--- config.mk ---
export PLATFORM = sky130hd
export DESIGN_NAME = lzrw1_decomp_sequencer_flat
export DESIGN_NICKNAME = d
export VERILOG_FILES = /design/src/rtl/lzrw1_decomp_sequencer_if.sv /design/src/rtl/lzrw1_decomp_sequencer.sv /design/src/flat_wrapper.sv
export SDC_FILE = /design/constraint.sdc
export NUM_CORES = 1
export LEC_CHECK = 0
export ABC_CLOCK_PERIOD_IN_PS = 1600
export BUFFER_PORTS_ARGS = -buffer_cell sky130_fd_sc_hd__buf_2
export CORE_MARGIN = 1
export CORE_UTILIZATION = 45
export CTS_CLUSTER_SIZE = 12
export DETAILED_ROUTE_END_ITERATION = 7
export HOLD_SLACK_MARGIN = 0.08
export PLACE_DENSITY_LB_ADDON = 0.05
export SLEW_MARGIN = 20
export SYNTH_ARGS = -nofsm -noshare
export SYNTH_HDL_FRONTEND = slang
export SYNTH_SLANG_ARGS = --single-unit
--- constraint.sdc ---
create_clock -name clock -period 1.6 [get_ports clock]
set_input_delay 0.16 -clock clock [delete_from_list [all_inputs] [get_ports clock]]
set_output_delay 0.16 -clock clock [all_outputs]
set_load 0.05 [all_outputs]
--- src/rtl/lzrw1_decomp_sequencer_if.sv ---
// Handshake bundle between the LZRW1 stream sequencer and its environment.
//   Stream side     : in_data / in_valid / in_last carry compressed 16-bit words
//                     towards the sequencer; in_ready signals acceptance.
//   Decompressor side: dec_data_in / dec_control_word_in / dec_data_in_valid
//                     present one item to decompressor_top; dec_busy is its
//                     busy indication.
// Modports:
//   master : the sequencer (consumes the stream, drives the decompressor).
//   slave  : the environment (stream source plus decompressor).
interface lzrw1_decomp_sequencer_if;
  logic [15:0] in_data;
  logic        in_valid;
  logic        in_last;
  logic        in_ready;
  logic [15:0] dec_data_in;
  logic        dec_control_word_in;
  logic        dec_data_in_valid;
  logic        dec_busy;

  modport master (
    input  in_data, in_valid, in_last, dec_busy,
    output in_ready, dec_data_in, dec_control_word_in, dec_data_in_valid
  );

  modport slave (
    output in_data, in_valid, in_last, dec_busy,
    input  in_ready, dec_data_in, dec_control_word_in, dec_data_in_valid
  );
endinterface

--- src/rtl/lzrw1_decomp_sequencer.sv ---
// LZRW1 decompression stream sequencer.
// Splits the compressed stream (a control word followed by up to GROUP_SIZE
// item words) into single items, attaches each item's copy/literal flag taken
// LSB-first from the control word, and hands them to decompressor_top one at a
// time. Tracks group boundaries and end of stream, and reports completion,
// protocol error and the number of accepted items.
// Ports:
//   clock, reset (async, active-low), start (one-cycle stream start pulse)
//   sif        : stream input and decompressor output handshake (master side)
//   busy       : stream in progress
//   done       : one-cycle end-of-stream pulse
//   error      : sticky, in_last seen on a control-word slot; cleared by start
//   item_count : items accepted by the decompressor, saturating
module lzrw1_decomp_sequencer #(
  parameter int GROUP_SIZE  = 16,
  parameter int COUNT_WIDTH = 16
) (
  input  logic                   clock,
  input  logic                   reset,
  input  logic                   start,
  lzrw1_decomp_sequencer_if.master sif,
  output logic                   busy,
  output logic                   done,
  output logic                   error,
  output logic [COUNT_WIDTH-1:0] item_count
);

  typedef enum logic [2:0] {
    S_IDLE, S_FETCH_CW, S_FETCH_ITEM, S_ISSUE, S_GUARD, S_WAIT_BUSY, S_DONE
  } state_t;

  localparam logic [3:0] K_LAST = 4'(GROUP_SIZE - 1);

  state_t                 state_q, state_d;
  logic [15:0]            cw_q, cw_d;
  logic [3:0]             k_q, k_d;
  logic                   last_q, last_d;
  logic                   error_q, error_d;
  logic [15:0]            dec_data_q, dec_data_d;
  logic                   dec_flag_q, dec_flag_d;
  logic [COUNT_WIDTH-1:0] count_q, count_d;

  function automatic logic [COUNT_WIDTH-1:0] sat_inc(input logic [COUNT_WIDTH-1:0] v);
    if (&v) return v;
    return v + COUNT_WIDTH'(1);
  endfunction

  always_ff @(posedge clock or negedge reset) begin
    if (!reset) begin
      state_q    <= S_IDLE;
      cw_q       <= '0;
      k_q        <= '0;
      last_q     <= 1'b0;
      error_q    <= 1'b0;
      dec_data_q <= '0;
      dec_flag_q <= 1'b0;
      count_q    <= '0;
    end else begin
      state_q    <= state_d;
      cw_q       <= cw_d;
      k_q        <= k_d;
      last_q     <= last_d;
      error_q    <= error_d;
      dec_data_q <= dec_data_d;
      dec_flag_q <= dec_flag_d;
      count_q    <= count_d;
    end
  end

  always_comb begin
    state_d = state_q;
    case (state_q)
      S_IDLE:       if (start) state_d = S_FETCH_CW;
      S_FETCH_CW:   if (sif.in_valid) state_d = sif.in_last ? S_DONE : S_FETCH_ITEM;
      S_FETCH_ITEM: if (sif.in_valid) state_d = S_ISSUE;
      S_ISSUE:      if (!sif.dec_busy) state_d = S_GUARD;
      // One dead cycle gives the decompressor time to raise dec_busy.
      S_GUARD:      state_d = S_WAIT_BUSY;
      S_WAIT_BUSY: begin
        if (!sif.dec_busy) begin
          if (last_q)              state_d = S_DONE;
          else if (k_q == K_LAST)  state_d = S_FETCH_CW;
          else                     state_d = S_FETCH_ITEM;
        end
      end
      S_DONE:       state_d = S_IDLE;
      default:      state_d = S_IDLE;
    endcase
  end

  always_comb begin
    cw_d       = cw_q;
    k_d        = k_q;
    last_d     = last_q;
    error_d    = error_q;
    dec_data_d = dec_data_q;
    dec_flag_d = dec_flag_q;
    count_d    = count_q;
    case (state_q)
      S_IDLE: begin
        if (start) begin
          count_d = '0;
          error_d = 1'b0;
          k_d     = '0;
          last_d  = 1'b0;
        end
      end
      S_FETCH_CW: begin
        if (sif.in_valid) begin
          // Unused high bits of a short group are zero-filled and never indexed.
          cw_d = 16'(sif.in_data[GROUP_SIZE-1:0]);
          k_d  = '0;
          if (sif.in_last) error_d = 1'b1;
        end
      end
      S_FETCH_ITEM: begin
        if (sif.in_valid) begin
          dec_data_d = sif.in_data;
          dec_flag_d = cw_q[k_q];
          last_d     = sif.in_last;
        end
      end
      S_ISSUE: begin
        if (!sif.dec_busy) count_d = sat_inc(count_q);
      end
      S_WAIT_BUSY: begin
        if (!sif.dec_busy && !last_q && (k_q != K_LAST)) k_d = k_q + 4'd1;
      end
      default: ;
    endcase
  end

  // Every control output is a pure decode of the state register.
  always_comb begin
    sif.in_ready          = (state_q == S_FETCH_CW) || (state_q == S_FETCH_ITEM);
    sif.dec_data_in_valid = (state_q == S_ISSUE);
    busy                  = (state_q != S_IDLE);
    done                  = (state_q == S_DONE);
  end

  assign sif.dec_data_in         = dec_data_q;
  assign sif.dec_control_word_in = dec_flag_q;
  assign error                   = error_q;
  assign item_count              = count_q;

endmodule
--- src/flat_wrapper.sv ---
// flat-port wrapper written by rule: the top's interface ports become plain ports
module lzrw1_decomp_sequencer_flat 
#(
  parameter int GROUP_SIZE  = 16,
  parameter int COUNT_WIDTH = 16
)
  (clock, reset, start, busy, done, error, item_count, sif_in_data, sif_in_valid, sif_in_last, sif_dec_busy, sif_in_ready, sif_dec_data_in, sif_dec_control_word_in, sif_dec_data_in_valid);
  lzrw1_decomp_sequencer_if sif_i ();
  input  logic clock;
  input  logic reset;
  input  logic start;
  output logic busy;
  output logic done;
  output logic error;
  output logic [COUNT_WIDTH-1:0] item_count;
  input wire logic [$bits(sif_i.in_data)-1:0] sif_in_data;
  input wire logic [$bits(sif_i.in_valid)-1:0] sif_in_valid;
  input wire logic [$bits(sif_i.in_last)-1:0] sif_in_last;
  input wire logic [$bits(sif_i.dec_busy)-1:0] sif_dec_busy;
  output wire logic [$bits(sif_i.in_ready)-1:0] sif_in_ready;
  output wire logic [$bits(sif_i.dec_data_in)-1:0] sif_dec_data_in;
  output wire logic [$bits(sif_i.dec_control_word_in)-1:0] sif_dec_control_word_in;
  output wire logic [$bits(sif_i.dec_data_in_valid)-1:0] sif_dec_data_in_valid;
  assign sif_i.in_data = sif_in_data;
  assign sif_i.in_valid = sif_in_valid;
  assign sif_i.in_last = sif_in_last;
  assign sif_i.dec_busy = sif_dec_busy;
  assign sif_in_ready = sif_i.in_ready;
  assign sif_dec_data_in = sif_i.dec_data_in;
  assign sif_dec_control_word_in = sif_i.dec_control_word_in;
  assign sif_dec_data_in_valid = sif_i.dec_data_in_valid;
  lzrw1_decomp_sequencer #(.GROUP_SIZE(GROUP_SIZE), .COUNT_WIDTH(COUNT_WIDTH)) u_core (.clock(clock), .reset(reset), .start(start), .sif(sif_i), .busy(busy), .done(done), .error(error), .item_count(item_count));
endmodule
==> results.cfg <==
[logic_synthesis]
ys_async_sr_fraction_pct = 100
synthFlopType = dfrtp_1
ys_ff_latch = 58
syn_inst = 265
yosysTopAreaCellShare_pct = 49.6
yosys_warnings = 0
synth_edf_count = 0
syn_area_per_cell_um2 = 11.0
synth_cell_types = 46
netlist_area_mm2 = 0.00292
ys_seq_area_share_pct = 49.6
ys_top_cells_by_area = dfrtp_1, mux2_2, a31oi_1, mux4_2, nor2_1
syn_nets = 289
synth_top_area_cell = dfrtp_1

[timing]
drv_slew = 0
period_needed_ns = 1.63
timing.hold.ws_ns = 0.117
finalSetupViolCount = 5
tightest_slew_ns = 0.348
slew_headroom_pct = 76.6
finalHoldViolations = 0
fin_skew_ns = 0.00924
finalCritPeriodShare_pct = 102
rsz0062_at_grt = true
max_freq_mhz = 615
setup_ws_ns = -0.0253

[floorplanning]
core_mm2 = 0.00631
dieArea_mm2 = 0.00682
dieWidth_um = 82.6
initial_utilization_pct = 46.3
dieHeight_um = 82.6
rows = 29
num_io_pins = 60

[clock_tree]
cts_htree_levels = 3
clock-sinks = 58
cts_tree = yes
root_buffer = clkbuf_8
clockBufferDepth = 2
clkTransAtPathRegs_ns = 0.06
worstSkewPairLatency_ns = 0.33
cts_buffers = 9

[critical_path]
reg2reg_from = u_core.k_q[1]
worst_setup_path_start_kind = register
crit_chain = ha_2 > nand3_2 > a311oi_2 > or3_4 > mux2_2
slowest_delay_ns = 0.37
cp_data_required_time_ns = 1.81
crit_start = u_core.k_q[1]
crit_slowest_cell = dfrtp_1
rrSetupSlack_ns = -0.03
worstPathMaxFanout = 4
cp-end-kind = register
crit_type = reg2reg
cp.arrival_ns = 1.83

[global_route]
grt_pass1_vias = 2383
track_usage_pct = 22.3
antenna_found_initial = 0
grt_max_degree = 59
grt_pass1_wl_um = 11300
overflow = 0

[route]
drc = 0
dr_total_vias = 2607
wl_um = 7210
wl_per_cell_um = 15.0
viasPerCell = 5.42
dr.pass1.iters = 4
drtAntennaViolNets = 0
drt_iter0_markers = 100

[placement]
hpwl_um = 4700
pre_cts_ws_ns = -0.0394
numPortBuffers = 59
placed_area_mm2 = 0.00368
place.gp.congestion = 0.766

[run_status]
status = complete, but fails checks
violations = setup timing

[power_and_ir_drop]
power_density_mw_per_mm2 = 1850
vdd_drop_max_uv = 1400
leakagePower_nw = 1.95

[cells_and_area]
area_growth_pct = 48.7
nNetsFinal = 424
utilization_pct = 68.8
drive_gt1_share_pct = 54.7
fin_area_mm2 = 0.00435
diodes = 0

[worst_hold_path]
min_path_type = in2reg
hold_start = sif_in_last

[job]
max_cap_violations = 0
-- kinds of logic (layout without fill, tap and decap cells) --
kind of cell / count (synthesis) / in the layout / synth area share, %
fa+ha+maj: 2 / 2 / 0.856
buf+inv: 26 / 164 / 4.19
flops: 58 / 58 / 49.6
mux: 42 / 42 / 17.2
compound gates: 55 / 55 / 12.7
simple gates: 82 / 83 / 15.4
-- through the flow --
step                       TNS, ns  power, mW  instances
after floorplan              -1.73       5.11        265
after global placement    -0.00629       6.16        431
after detailed placement    -0.101       6.21        431
after CTS                  -0.0877       7.84        473
after global routing        -0.574       8.54        481
final                      -0.0734       8.05        481
-- what timing repair did --
item | CTS | global route
gates resized for setup | 16 | 22
pin swaps | 12 | 9
endpoints found under the setup margin | 14 | 41
buffers inserted | 10 | 7
gates cloned | 1 | 0
hold endpoints to repair | 87 | 1
hold buffers | 16 | 1
-- area by class of cell --
cell class	count	area, µm²
Clock inverter	3	40.0
Timing Repair Buffer	138	1030
Sequential cell	58	1470
Clock buffer	12	155
Inverter	11	46.3
Multi-Input combinational cell	182	1510
Fill cell	499	1970
Tap cell	77	96.3
-- per-layer routing --
layer | global-route usage, % | vias up | routed length (µm)
met3 | 5.93 | 2 | 247
met2 | 34.3 | 54 | 3470
met5 | 0 | - | 0
met4 | 6.72 | 0 | 29
met1 | 30.7 | 1292 | 3460
li1 | - | 1259 | -
-- power breakdown --
part / switching, mW / total [mW] / internal, mW
clock network: 0.555 / 1.35 / 0.791
registers: 0.336 / 2.38 / 2.04
logic: 2.51 / 4.32 / 1.82
-- path summary, 6_finish.rpt --
kind,endpoint,cells after the start
max in group asynchronous,u_core.item_count[1],3
setup reg to reg,u_core.k_q[1],5
hold / removal,u_core.last_q,3
min in group asynchronous,u_core.sif.dec_data_in[10],3
hold reg to reg,u_core.sif.dec_data_in[11],1
setup / recovery,u_core.k_q[1],5
-- Yosys cell counts, types with 2 or more instances --
library cell	count
dfrtp_1	58
mux2_2	35
a31oi_1	17
nor2_1	17
nand2_1	12
inv_1	10
a21oi_1	9
nand3_1	9
buf_2	8
nand2b_1	7
nand4_1	7
nor3_1	6
o21ai_0	6
nor2b_1	5
and3_1	4
clkbuf_1	4
mux2i_1	4
o21a_1	4
or3_1	4
mux4_2	3
nor4_1	3
o211ai_1	3
a2bb2oi_1	2
buf_4	2
ha_1	2
o31ai_1	2
o41ai_1	2
or2_2	2
-- critical path: cells and delay by family (launching register included) --
family | cells | cell delay (ns)
flops | 1 | 0.37
simple gates | 2 | 0.30
fa+ha+maj | 1 | 0.21
compound gates | 1 | 0.29
mux | 1 | 0.33
-- registers in the layout, summed over array words and instances, names as in the netlist --
| signal | flops |
|---|---|
| u_core.cw_q | 16 |
| u_core.item_count | 16 |
| u_core.sif.dec_data_in | 16 |
| u_core.k_q | 4 |
| u_core.state_q | 3 |
| u_core.error | 1 |
| u_core.last_q | 1 |
| u_core.sif.dec_control_word_in | 1 |
-- cells in the final DEF, fill, tap and decap left out, types with 4 or more instances in the layout --
master	n
a21oi_1	8
a31oi_1	16
buf_12	4
buf_2	56
buf_4	52
buf_6	7
clkbuf_8	11
dfrtp_1	41
dfrtp_2	17
dlygate4sd3_1	17
inv_1	10
mux2_2	35
mux2i_1	4
nand2_1	12
nand2b_1	6
nand3_1	8
nand4_1	7
nor2_1	15
nor2b_1	4
nor3_1	5
o21a_1	4
o21ai_0	5
Power figures use the tool's default switching activity.
